[src/rtl/hazard_ctrl.sv]
// rtl/hazard_ctrl.sv - load-use and branch-operand hazard detection with stall/flush counters
module hazard_ctrl (
  input  logic        clk,
  input  logic        rst,
  input  logic [4:0]  id_rs,
  input  logic [4:0]  id_rt,
  input  logic        id_use_rs,
  input  logic        id_use_rt,
  input  logic        id_branch,
  input  logic        id_redirect,
  input  logic        ex_memread,
  input  logic        ex_regwrite,
  input  logic [4:0]  ex_dst,
  input  logic        mem_memread,
  input  logic [4:0]  mem_dst,
  output logic        pc_write,
  output logic        hazard,
  output logic        branch_bubble,
  output logic        idex_bubble,
  output logic        ifid_flush,
  output logic [15:0] stall_cnt,
  output logic [15:0] flush_cnt
);

  typedef enum logic {RUN = 1'b0, BR_WAIT = 1'b1} state_t;

  state_t state;
  state_t state_next;

  logic ex_match;
  logic mem_match;
  logic cond_lu;
  logic cond_br1;
  logic cond_br2;
  logic cond_brm;
  logic any_stall;

  // Register 0 is hard-wired zero, so it can never carry a true dependency.
  function automatic logic src_match(input logic [4:0] dst,
                                     input logic [4:0] rs, input logic use_rs,
                                     input logic [4:0] rt, input logic use_rt);
    return (dst != 5'd0) && ((use_rs && (rs == dst)) || (use_rt && (rt == dst)));
  endfunction

  assign ex_match  = src_match(ex_dst,  id_rs, id_use_rs, id_rt, id_use_rt);
  assign mem_match = src_match(mem_dst, id_rs, id_use_rs, id_rt, id_use_rt);

  assign cond_lu  = ex_memread && ex_match && !id_branch;
  assign cond_br1 = id_branch && ex_regwrite && !ex_memread && ex_match;
  assign cond_br2 = id_branch && ex_memread && ex_match;
  assign cond_brm = id_branch && mem_memread && mem_match;

  always_comb begin
    pc_write      = 1'b1;
    hazard        = 1'b0;
    branch_bubble = 1'b0;
    idex_bubble   = 1'b0;
    state_next    = RUN;
    if (rst) begin
      pc_write = 1'b0;
    end else if (state == BR_WAIT) begin
      branch_bubble = 1'b1;
      pc_write      = 1'b0;
      idex_bubble   = 1'b1;
    end else if (cond_br1 || cond_br2 || cond_brm) begin
      // Branch conditions win over load-use; cond_lu already excludes branches.
      branch_bubble = 1'b1;
      pc_write      = 1'b0;
      idex_bubble   = 1'b1;
      if (cond_br2) state_next = BR_WAIT;
    end else if (cond_lu) begin
      hazard      = 1'b1;
      pc_write    = 1'b0;
      idex_bubble = 1'b1;
    end
  end

  assign any_stall  = hazard || branch_bubble || idex_bubble || !pc_write;
  assign ifid_flush = !rst && id_redirect && !any_stall;

  always_ff @(posedge clk or posedge rst) begin
    if (rst) begin
      state     <= RUN;
      stall_cnt <= 16'd0;
      flush_cnt <= 16'd0;
    end else begin
      state <= state_next;
      if (!pc_write && (stall_cnt != 16'hFFFF)) stall_cnt <= stall_cnt + 16'd1;
      if (ifid_flush && (flush_cnt != 16'hFFFF)) flush_cnt <= flush_cnt + 16'd1;
    end
  end

endmodule

[config.mk]
export PLATFORM = sky130hd
export DESIGN_NAME = hazard_ctrl
export DESIGN_NICKNAME = d
export VERILOG_FILES = /design/src/rtl/hazard_ctrl.sv
export SDC_FILE = /design/constraint.sdc
export NUM_CORES = 1
export LEC_CHECK = 0
export BUFFER_PORTS_ARGS = -buffer_cell sky130_fd_sc_hd__buf_2
export CAP_MARGIN = 20
export CORE_UTILIZATION = 50
export CTS_CLUSTER_SIZE = 24
export DETAILED_ROUTE_END_ITERATION = 8
export PLACE_DENSITY = 0.78
export SETUP_SLACK_MARGIN = 0.1
export SLEW_MARGIN = 20
export SYNTH_ARGS = -nofsm -noshare
export SYNTH_HDL_FRONTEND = slang
export SYNTH_SLANG_ARGS = --single-unit
[constraint.sdc]
create_clock -name clk -period 2.6 [get_ports clk]
set_input_delay 0 -clock clk [delete_from_list [all_inputs] [get_ports clk]]
set_output_delay 0 -clock clk [all_outputs]
set_load 0.1 [all_outputs]
==> results.toml, run 1 <==
[yosys]
ys_warn_count = 0
yosysTopAreaCellShare_pct = 44.1
synth_most_common_cell = "xnor2_1"
synth_area_leaders = "dfrtp_1 (44%), xnor2_1 (18%), xor2_1 (5.1%)"
ys.flop_type = "dfrtp_1"
syn_inst = 180
syn_nets = 211
yosysTopAreaCell = "dfrtp_1"
ys_seq_area_share_pct = 44.1
synth-seq-cells = 33
netlist_top_cells_count = "xnor2_1 (38), dfrtp_1 (33), nand4_1 (14)"
syn-cell-area_um2 = 1870
synth_edf_count = 0
synth-async-reset-ratio_pct = 100
synth_cell_types = 38
syn_avg_cell_area_um2 = 10.4

[power]
ir_drop_mv = 0.667
finalPower_mw = 2.41
leakage_nw = 1.16
power_density_nw_per_um2 = 992

[min_path]
hold_start = "id_branch"
holdCritPathClass = "input pin to flip-flop"

[floorplan]
num_io_pins = 66
start_util_pct = 54.0
die_area_um2 = 3990
core_area_um2 = 3470
chipHeight_um = 63.2
die_w_um = 63.2
fp-row-count = 21

[setup_path]
critical_path.top_delay_family = "simple AND/OR/NAND/NOR gates"
cp-end-kind = "flip-flop"
r2r_start = "stall_cnt[7]$_DFFE_PP0P_"
crit_chain = "and4_1, and3_1, and2_1, and3_1, a21oi_2, nand4_1, xnor2_1"
path_buf_inv = 0
cp_max_fo = 15
critPathMaxStageDelay_ns = 0.52
path_common_cell = "and3_1"
worst_setup_path_start_kind = "flip-flop"
required_ns = 2.77
cp-startpoint = "stall_cnt[7]$_DFFE_PP0P_"
cp_slowest_cell = "a21oi_2"
cp.arrival_ns = 2.49
critPathKind = "flip-flop to flip-flop"

[place]
place_area_um2 = 2280
hpwl_mm = 3.22
dp_cells = 288
gp_congestion = 0.826
port_buffers = 65
post-place-ws_ns = 0.330

[routing]
avgViaCountPerCell = 5.26
drc_errors = 0
totalWireLength_mm = 4.03
wire_per_inst_um = 13.6
wl_met2_mm = 1.98
ant_nets = 0
wl_met1_mm = 1.81
dr.pass1.iters = 4
highest_layer = "met4"
num_vias = 1562
met3_wirelength_um = 197
drt_iter0_drc = 62

[layout]
area_delta_synth_final_pct = 29.6
utilization_pct = 70.0
finalInstanceArea_um2 = 2430
n_antenna_cell = 0
nets = 281
final_layout_size_suffix_gt1_share_pct = 41.8
instances_no_fill = 297

[outcome]
status = "complete, no violations"

[global_routing]
grt_max_degree = 21
grt_overflow = 0
grt_usage_pct = 22.0
grt_pass1_wl_mm = 6.88
grt_pass1_vias = 1544
antenna_found_initial = 0

[cts]
cts.reportedPaths.clkPinSlew_ns = 0.07
numCtsBuffers = 5
clockBufferDepth = 2
cts_sinks = 33
cts_tree = "done"
cts_setup_buffers = 0
insertion_delay_ns = 0.28
clockRootBuffer = "clkbuf_8"
hold_buffers = 1
htreeDepth = 2
post_cts_resized = 0

[timing]
max_freq_mhz = 431
tightestPinTransition_ns = 0.754
fin_setup_tns_ns = 0
final.min_clock_period_ns = 2.32
layout_setup_ws_ns = 0.280
clock_skew_ns = 0.00462
timing.hold.ws_ns = 0.00481
slew_violations = 0
finalCritPeriodShare_pct = 89.2
setup_violations = 0
rsz0062_at_grt = "false"
slew_headroom_pct = 49.7
report.final.hold_viol_count = 0

[run]
drv_cap = 0
final timing paths:
kind	endpoint	slack, ns	cells past startpoint
worst max-delay path	stall_cnt[6]$_DFFE_PP0P_	0.28	7
worst min-delay path	state$_DFF_PP0_	0.005	3
worst max register to register	stall_cnt[6]$_DFFE_PP0P_	0.28	7
worst min register to register	flush_cnt[5]$_DFFE_PP0P_	0.48	1
max in group asynchronous	flush_cnt[10]$_DFFE_PP0P_	1.54	4
min in group asynchronous	state$_DFF_PP0_	0.45	3
kinds of logic (layout without fill, tap and decap cells):
family / after synthesis / after routing / share of synthesized area (%)
simple gates: 74 / 74 / 22.8
fa+ha+maj: 2 / 2 / 1.34
compound gates: 11 / 11 / 4.34
flops: 33 / 33 / 44.1
mux: 3 / 3 / 2.20
xor+xnor: 49 / 49 / 22.9
buf+inv: 8 / 79 / 2.27
per-layer routing:
metal / GRT usage (%) / up-vias
li1: - / 769
met1: 27.1 / 735
met2: 38.6 / 53
met3: 5.98 / 5
met4: 4.26 / 0
met5: 0 / -
cells in the final DEF (no fill, tap or decap), types with 2 or more instances in the layout:
cell type,n
buf_2,65
xnor2_1,38
dfrtp_2,17
dfrtp_1,16
nand4_1,14
nand2_1,13
xor2_1,11
nand3_1,9
nor2_1,9
and3_1,9
clkbuf_8,5
and4_1,3
nor3_2,3
inv_1,3
o22ai_1,2
or3_1,2
and2_1,2
nor3_1,2
mux2_4,2
ha_1,2
bufinv_16,2
buf_4,2
registers in the layout, indices dropped and copies added (netlist names):
| register | count |
|---|---|
| state | 1 |
| stall_cnt | 16 |
| flush_cnt | 16 |
report_power, final:
| group | internal [mW] | switching [mW] | total [mW] |
|---|---|---|---|
| clock network | 0.381 | 0.181 | 0.561 |
| logic | 0.213 | 0.891 | 1.10 |
| registers | 0.626 | 0.116 | 0.742 |
tightest hold or removal path, stage by stage:
cell	delay, ns
buf_2	0.13
inv_1	0.07
nor3_1	0.05
final cells by class:
class                   instances  area, um^2
fillers                       299        1040
multi-input cells             139        1030
flip-flops and latches         33         847
repair buffers                 68         350
clock buffers                   5        68.8
clock inverters                 3        65.1
well taps                      46        57.6
inverters                       3        11.3
Note: power is estimated with default switching activity, not from simulation.
==> run 2, diff against run 1 <==
--- a/config.mk
+++ b/config.mk
@@ -5,12 +5,13 @@
 export SDC_FILE = /design/constraint.sdc
 export NUM_CORES = 1
 export LEC_CHECK = 0
-export BUFFER_PORTS_ARGS = -buffer_cell sky130_fd_sc_hd__buf_2
 export CAP_MARGIN = 20
-export CORE_UTILIZATION = 50
+export CORE_UTILIZATION = 65
+export CTS_BUF_LIST = sky130_fd_sc_hd__clkbuf_8
 export CTS_CLUSTER_SIZE = 24
 export DETAILED_ROUTE_END_ITERATION = 8
-export PLACE_DENSITY = 0.78
+export DONT_BUFFER_PORTS = 1
+export PLACE_DENSITY = 0.79
 export SETUP_SLACK_MARGIN = 0.1
 export SLEW_MARGIN = 20
 export SYNTH_ARGS = -nofsm -noshare
==> run 2 against run 1 <==
Compared with the run above:
- highest routed layer unchanged
- global-route usage up 8.6 points
- die area decreased by 22%
- sequential power decreased by 8.9%
- critical path type unchanged
- non-clock buffer count is 28 lower
- largest cell class unchanged
==> results.toml, run 2 (same netlist as run 1, synthesis figures left out) <==
[outcome]
status = "complete, no violations"

[power]
sequentialPowerShare_pct = 28.4
p_comb_share_pct = 50.9
power.clock.fraction_pct = 20.7
p_switching_mw = 1.19
power_density_nw_per_um2 = 1010
switching_share_pct = 50.0
leakage_nw = 1.06
p_int_mw = 1.19
ir_drop_mv = 1.38

[cts]
cts_setup_buffers = 0
htreeDepth = 2
cts_sinks = 33
cts_tree = "done"
clockBufferDepth = 2
clockRootBuffer = "clkbuf_8"
hold_buffers = 3
insertion_delay_ns = 0.28
numCtsBuffers = 5
post_cts_resized = 0
cts.reportedPaths.clkPinSlew_ns = 0.07

[layout]
reg_top3 = "flush_cnt x16, stall_cnt x16, state x1"
final_common_cell = "xnor2_1"
n_antenna_cell = 0
nets = 253
area_delta_synth_final_pct = 26.1
final_layout_size_suffix_gt1_share_pct = 33.2
layout_common_cells = "xnor2_1 (38), buf_4 (36), dfrtp_2 (17)"
utilization_pct = 86.4

[floorplan]
die_area_um2 = 3100
die_w_um = 55.7
core_area_um2 = 2730
start_util_pct = 68.5
num_io_pins = 66
fp-row-count = 19
chipHeight_um = 55.7

[timing]
slew_headroom_pct = 33.0
clock_skew_ns = 0.00763
tightestPinTransition_ns = 1.00
slew_violations = 0
report.final.hold_viol_count = 0
rsz0062_at_grt = "false"
finalCritPeriodShare_pct = 90.4
final.min_clock_period_ns = 2.35
fin_setup_tns_ns = 0
max_freq_mhz = 426
setup_violations = 0

[routing]
totalWireLength_mm = 4.43
num_vias = 1537
avgViaCountPerCell = 6.05
drc_errors = 0
ant_nets = 0
dr.pass1.iters = 4
drt_iter0_drc = 71
wire_per_inst_um = 17.4

[global_routing]
grt_overflow = 0
grt_pass1_wl_mm = 7.34
antenna_found_initial = 0
grt_max_degree = 34
grt_pass1_vias = 1630
grt_usage_pct = 30.7

[setup_path]
cp-end-kind = "flip-flop"
required_ns = 2.79
critPathKind = "flip-flop to flip-flop"
r2r_slack_ns = 0.25
worst_setup_path_start_kind = "flip-flop"
cp_max_fo = 15
cp.arrival_ns = 2.54

[place]
gp_congestion = 0.889
port_buffers = 0
hpwl_mm = 3.33

[run]
drv_cap = 0

[min_path]
holdCritPathClass = "input pin to flip-flop"
==> run 2: changes by cell type in the layout (fill, tap and decap cells not counted), sizes merged <==
cell	previous run	this run
buf	67	37
bufinv	2	1
clkbuf	5	6
clkinv	1	0
dlygate4sd3	1	3
inv	3	4
==> run 2: power groups by stage <==
stage | clock, mW | sequential, mW | combinational [mW]
2_1_floorplan | 0 | 1.43 | 0.233
3_3_place_gp | 0 | 0.676 | 1.19
6_report | 0.493 | 0.676 | 1.21
3_5_place_dp | 0 | 0.682 | 1.21
5_1_grt | 0.516 | 0.689 | 1.26
4_1_cts | 0.493 | 0.674 | 1.22
==> run 2: metrics by stage <==
step / total power [mW] / worst slack (ns) / hold slack (ns) / instance area, um^2 / cells
after floorplan: 1.66 / 0.115 / 0.0950 / 1920 / 180
after global placement: 1.86 / 0.466 / -0.00341 / 2210 / 243
after detailed placement: 1.89 / 0.301 / 0.00310 / 2210 / 243
after CTS: 2.38 / 0.282 / 0.0703 / 2360 / 254
after global routing: 2.46 / 0.165 / 0.0967 / 2360 / 254
final: 2.38 / 0.251 / 0.0706 / 2360 / 254
==> run 2: cell type report <==
| type | instances | area [um^2] |
|---|---|---|
| inverters | 3 | 11.3 |
| well taps | 31 | 38.8 |
| fillers | 138 | 373 |
| multi-input cells | 139 | 1030 |
| repair buffers | 40 | 320 |
| flip-flops and latches | 33 | 847 |
| clock buffers | 6 | 82.6 |
| clock inverters | 2 | 33.8 |
==> run 2: final timing paths <==
kind                                           from                         to  cells past startpoint
max                        stall_cnt[0]$_DFFE_PP0P_  stall_cnt[11]$_DFFE_PP0P_                      7
min                                     id_redirect   flush_cnt[7]$_DFFE_PP0P_                      3
max reg2reg                stall_cnt[0]$_DFFE_PP0P_  stall_cnt[11]$_DFFE_PP0P_                      7
min reg2reg                flush_cnt[1]$_DFFE_PP0P_   flush_cnt[1]$_DFFE_PP0P_                      2
max in group asynchronous                       rst   flush_cnt[1]$_DFFE_PP0P_                      3
min in group asynchronous                       rst  stall_cnt[15]$_DFFE_PP0P_                      3
==> run 2: critical path, cell delays in order (launching register included) <==
cell	delay, ns
dfrtp_2	0.42
ha_1	0.22
and3_1	0.23
and2_1	0.22
and3_1	0.19
a21oi_2	0.50
nand4_1	0.24
xnor2_1	0.24
==> run 2: layer usage <==
layer	vias to the layer above	global-route usage [%]	share of wire, %
li1	711	-	-
met1	746	35.7	40
met2	70	52.8	51
met3	10	10.0	7.5
met4	0	10.7	1.7
met5	-	0	0
==> run 3, diff against run 2 <==
--- a/config.mk
+++ b/config.mk
@@ -6,7 +6,9 @@
 export NUM_CORES = 1
 export LEC_CHECK = 0
 export CAP_MARGIN = 20
-export CORE_UTILIZATION = 65
+export CELL_PAD_IN_SITES_DETAIL_PLACEMENT = 1
+export CELL_PAD_IN_SITES_GLOBAL_PLACEMENT = 1
+export CORE_UTILIZATION = 49
 export CTS_BUF_LIST = sky130_fd_sc_hd__clkbuf_8
 export CTS_CLUSTER_SIZE = 24
 export DETAILED_ROUTE_END_ITERATION = 8
==> run 3 against run 2 <==
Compared with the run above:
- sequential power about the same
- first-iteration DRC count is 5.6% lower
- via count decreased by 0.33%
- setup slack better by 0.041 ns
- largest power group unchanged
- power is 0.82% higher
- clock skew increased by 0.0031 ns
- sequential share of layout area down 0.32 points
- critical path depth unchanged
- core utilization decreased by 21 points
- hold slack improved by 0.023 ns
- highest routed layer unchanged
- fmax rose by 1.8%
- combinational power hardly changed
==> results.toml, run 3 (same netlist as run 1, synthesis figures left out) <==
[outcome]
status = "complete, no violations"

[global_routing]
grt_max_degree = 34
grt_pass1_wl_mm = 8.43
grt_usage_pct = 27.2
antenna_found_initial = 0
grt_pass1_vias = 1771
grt_overflow = 0

[routing]
ant_nets = 0
drc_errors = 0
num_vias = 1532
wire_per_inst_um = 18.4
dr.pass1.iters = 4
drt_iter0_drc = 67
totalWireLength_mm = 4.98
avgViaCountPerCell = 5.65

[timing]
finalCritPeriodShare_pct = 88.8
fin_setup_tns_ns = 0
rsz0062_at_grt = "false"
slew_violations = 0
tightestPinTransition_ns = 1.00
max_freq_mhz = 433
final.min_clock_period_ns = 2.31
clock_skew_ns = 0.0107
slew_headroom_pct = 32.8
setup_violations = 0
report.final.hold_viol_count = 0
timing.hold.ws_ns = 0.0940
layout_setup_ws_ns = 0.292

[setup_path]
cp.arrival_ns = 2.51
cp-end-kind = "flip-flop"
path_buf_inv = 0
critPathMaxStageDelay_ns = 0.40
cp_slowest_cell = "dfrtp_2"
crit_chain = "and3_1, and4_1, nand3_1, o31a_1, nand3_2, nor3_1, xor2_1"
critical_path.top_delay_family = "simple AND/OR/NAND/NOR gates"
worst_setup_path_start_kind = "flip-flop"
required_ns = 2.80
critPathKind = "flip-flop to flip-flop"
cp_max_fo = 12

[layout]
layout_common_cells = "xnor2_1 (38), buf_4 (36), dfrtp_2 (17)"
reg_top3 = "flush_cnt x16, stall_cnt x16, state x1"
final_layout_size_suffix_gt1_share_pct = 33.2
area_delta_synth_final_pct = 27.2
utilization_pct = 65.1
n_antenna_cell = 0
final_common_cell = "xnor2_1"
nets = 253

[floorplan]
die_w_um = 63.8
chipHeight_um = 63.8
start_util_pct = 51.2
die_area_um2 = 4070
num_io_pins = 66
core_area_um2 = 3660
fp-row-count = 22

[min_path]
holdCritPathClass = "input pin to flip-flop"

[power]
finalPower_mw = 2.40
leakage_nw = 1.06
ir_drop_mv = 0.931
power_density_nw_per_um2 = 1010

[place]
post-place-ws_ns = 0.309
hpwl_mm = 3.72
port_buffers = 0
gp_congestion = 0.766

[run]
drv_cap = 0

[cts]
cts_sinks = 33
insertion_delay_ns = 0.29
numCtsBuffers = 5
cts.reportedPaths.clkPinSlew_ns = 0.07
clockRootBuffer = "clkbuf_8"
clockBufferDepth = 2
htreeDepth = 2
cts_tree = "done"
cts_setup_buffers = 0
## run 3: cell counts in the layout (fill, tap and decap cells not counted)
No cell type changed its count.
## run 3: layer usage
metal  global-route usage [%]  up-vias  part of all wire, %
met5                        0        -                    0
met4                     6.53        0                  1.0
met3                     6.79        8                  4.3
met2                     49.7       41                   55
met1                     31.4      773                   40
li1                         -      710                    -
## run 3: final cells by class
| class | instances | area [um^2] |
|---|---|---|
| Inverter | 3 | 11.3 |
| Multi-Input combinational cell | 139 | 1030 |
| Fill cell | 409 | 1280 |
| Sequential cell | 33 | 847 |
| Timing Repair Buffer | 40 | 320 |
| Clock inverter | 2 | 33.8 |
| Clock buffer | 6 | 82.6 |
| Tap cell | 48 | 60.1 |
## run 3: worst reg2reg max path: cells and delay by family, from the launching register on
kind / cells / cell delay (ns)
AOI/OAI and AO/OA: 1 / 0.27
DFF: 1 / 0.40
xor gates and xnor gates: 1 / 0.20
and+or+nand+nor: 5 / 1.35
## run 3: final timing paths
path                                     startpoint                         to  slack, ns  cells past startpoint
hold reg to reg            flush_cnt[1]$_DFFE_PP0P_   flush_cnt[1]$_DFFE_PP0P_       0.64                      2
setup / recovery           flush_cnt[6]$_DFFE_PP0P_   flush_cnt[5]$_DFFE_PP0P_       0.29                      7
max in group asynchronous                       rst   flush_cnt[9]$_DFFE_PP0P_       1.97                      3
hold / removal                          id_redirect  flush_cnt[12]$_DFFE_PP0P_       0.09                      3
setup reg to reg           flush_cnt[6]$_DFFE_PP0P_   flush_cnt[5]$_DFFE_PP0P_       0.29                      7
min in group asynchronous                       rst   flush_cnt[1]$_DFFE_PP0P_       0.29                      3
## run 3: report_power, final
part | internal [mW] | leakage (nW) | switching, mW
Clock | 0.309 | 0.0626 | 0.191
Sequential | 0.623 | 0.411 | 0.0551
Combinational | 0.260 | 0.587 | 0.964
## run 3: metrics by stage
stage	area [um^2]	std cells
final	2380	271
after global placement	2240	260
after global routing	2380	271
after CTS	2380	271
after detailed placement	2240	260
after floorplan	1920	180
## run 3: repair_timing
action	CTS	global route
gates resized for setup	0	0
hold buffers	3	0
hold endpoints to repair	34	0
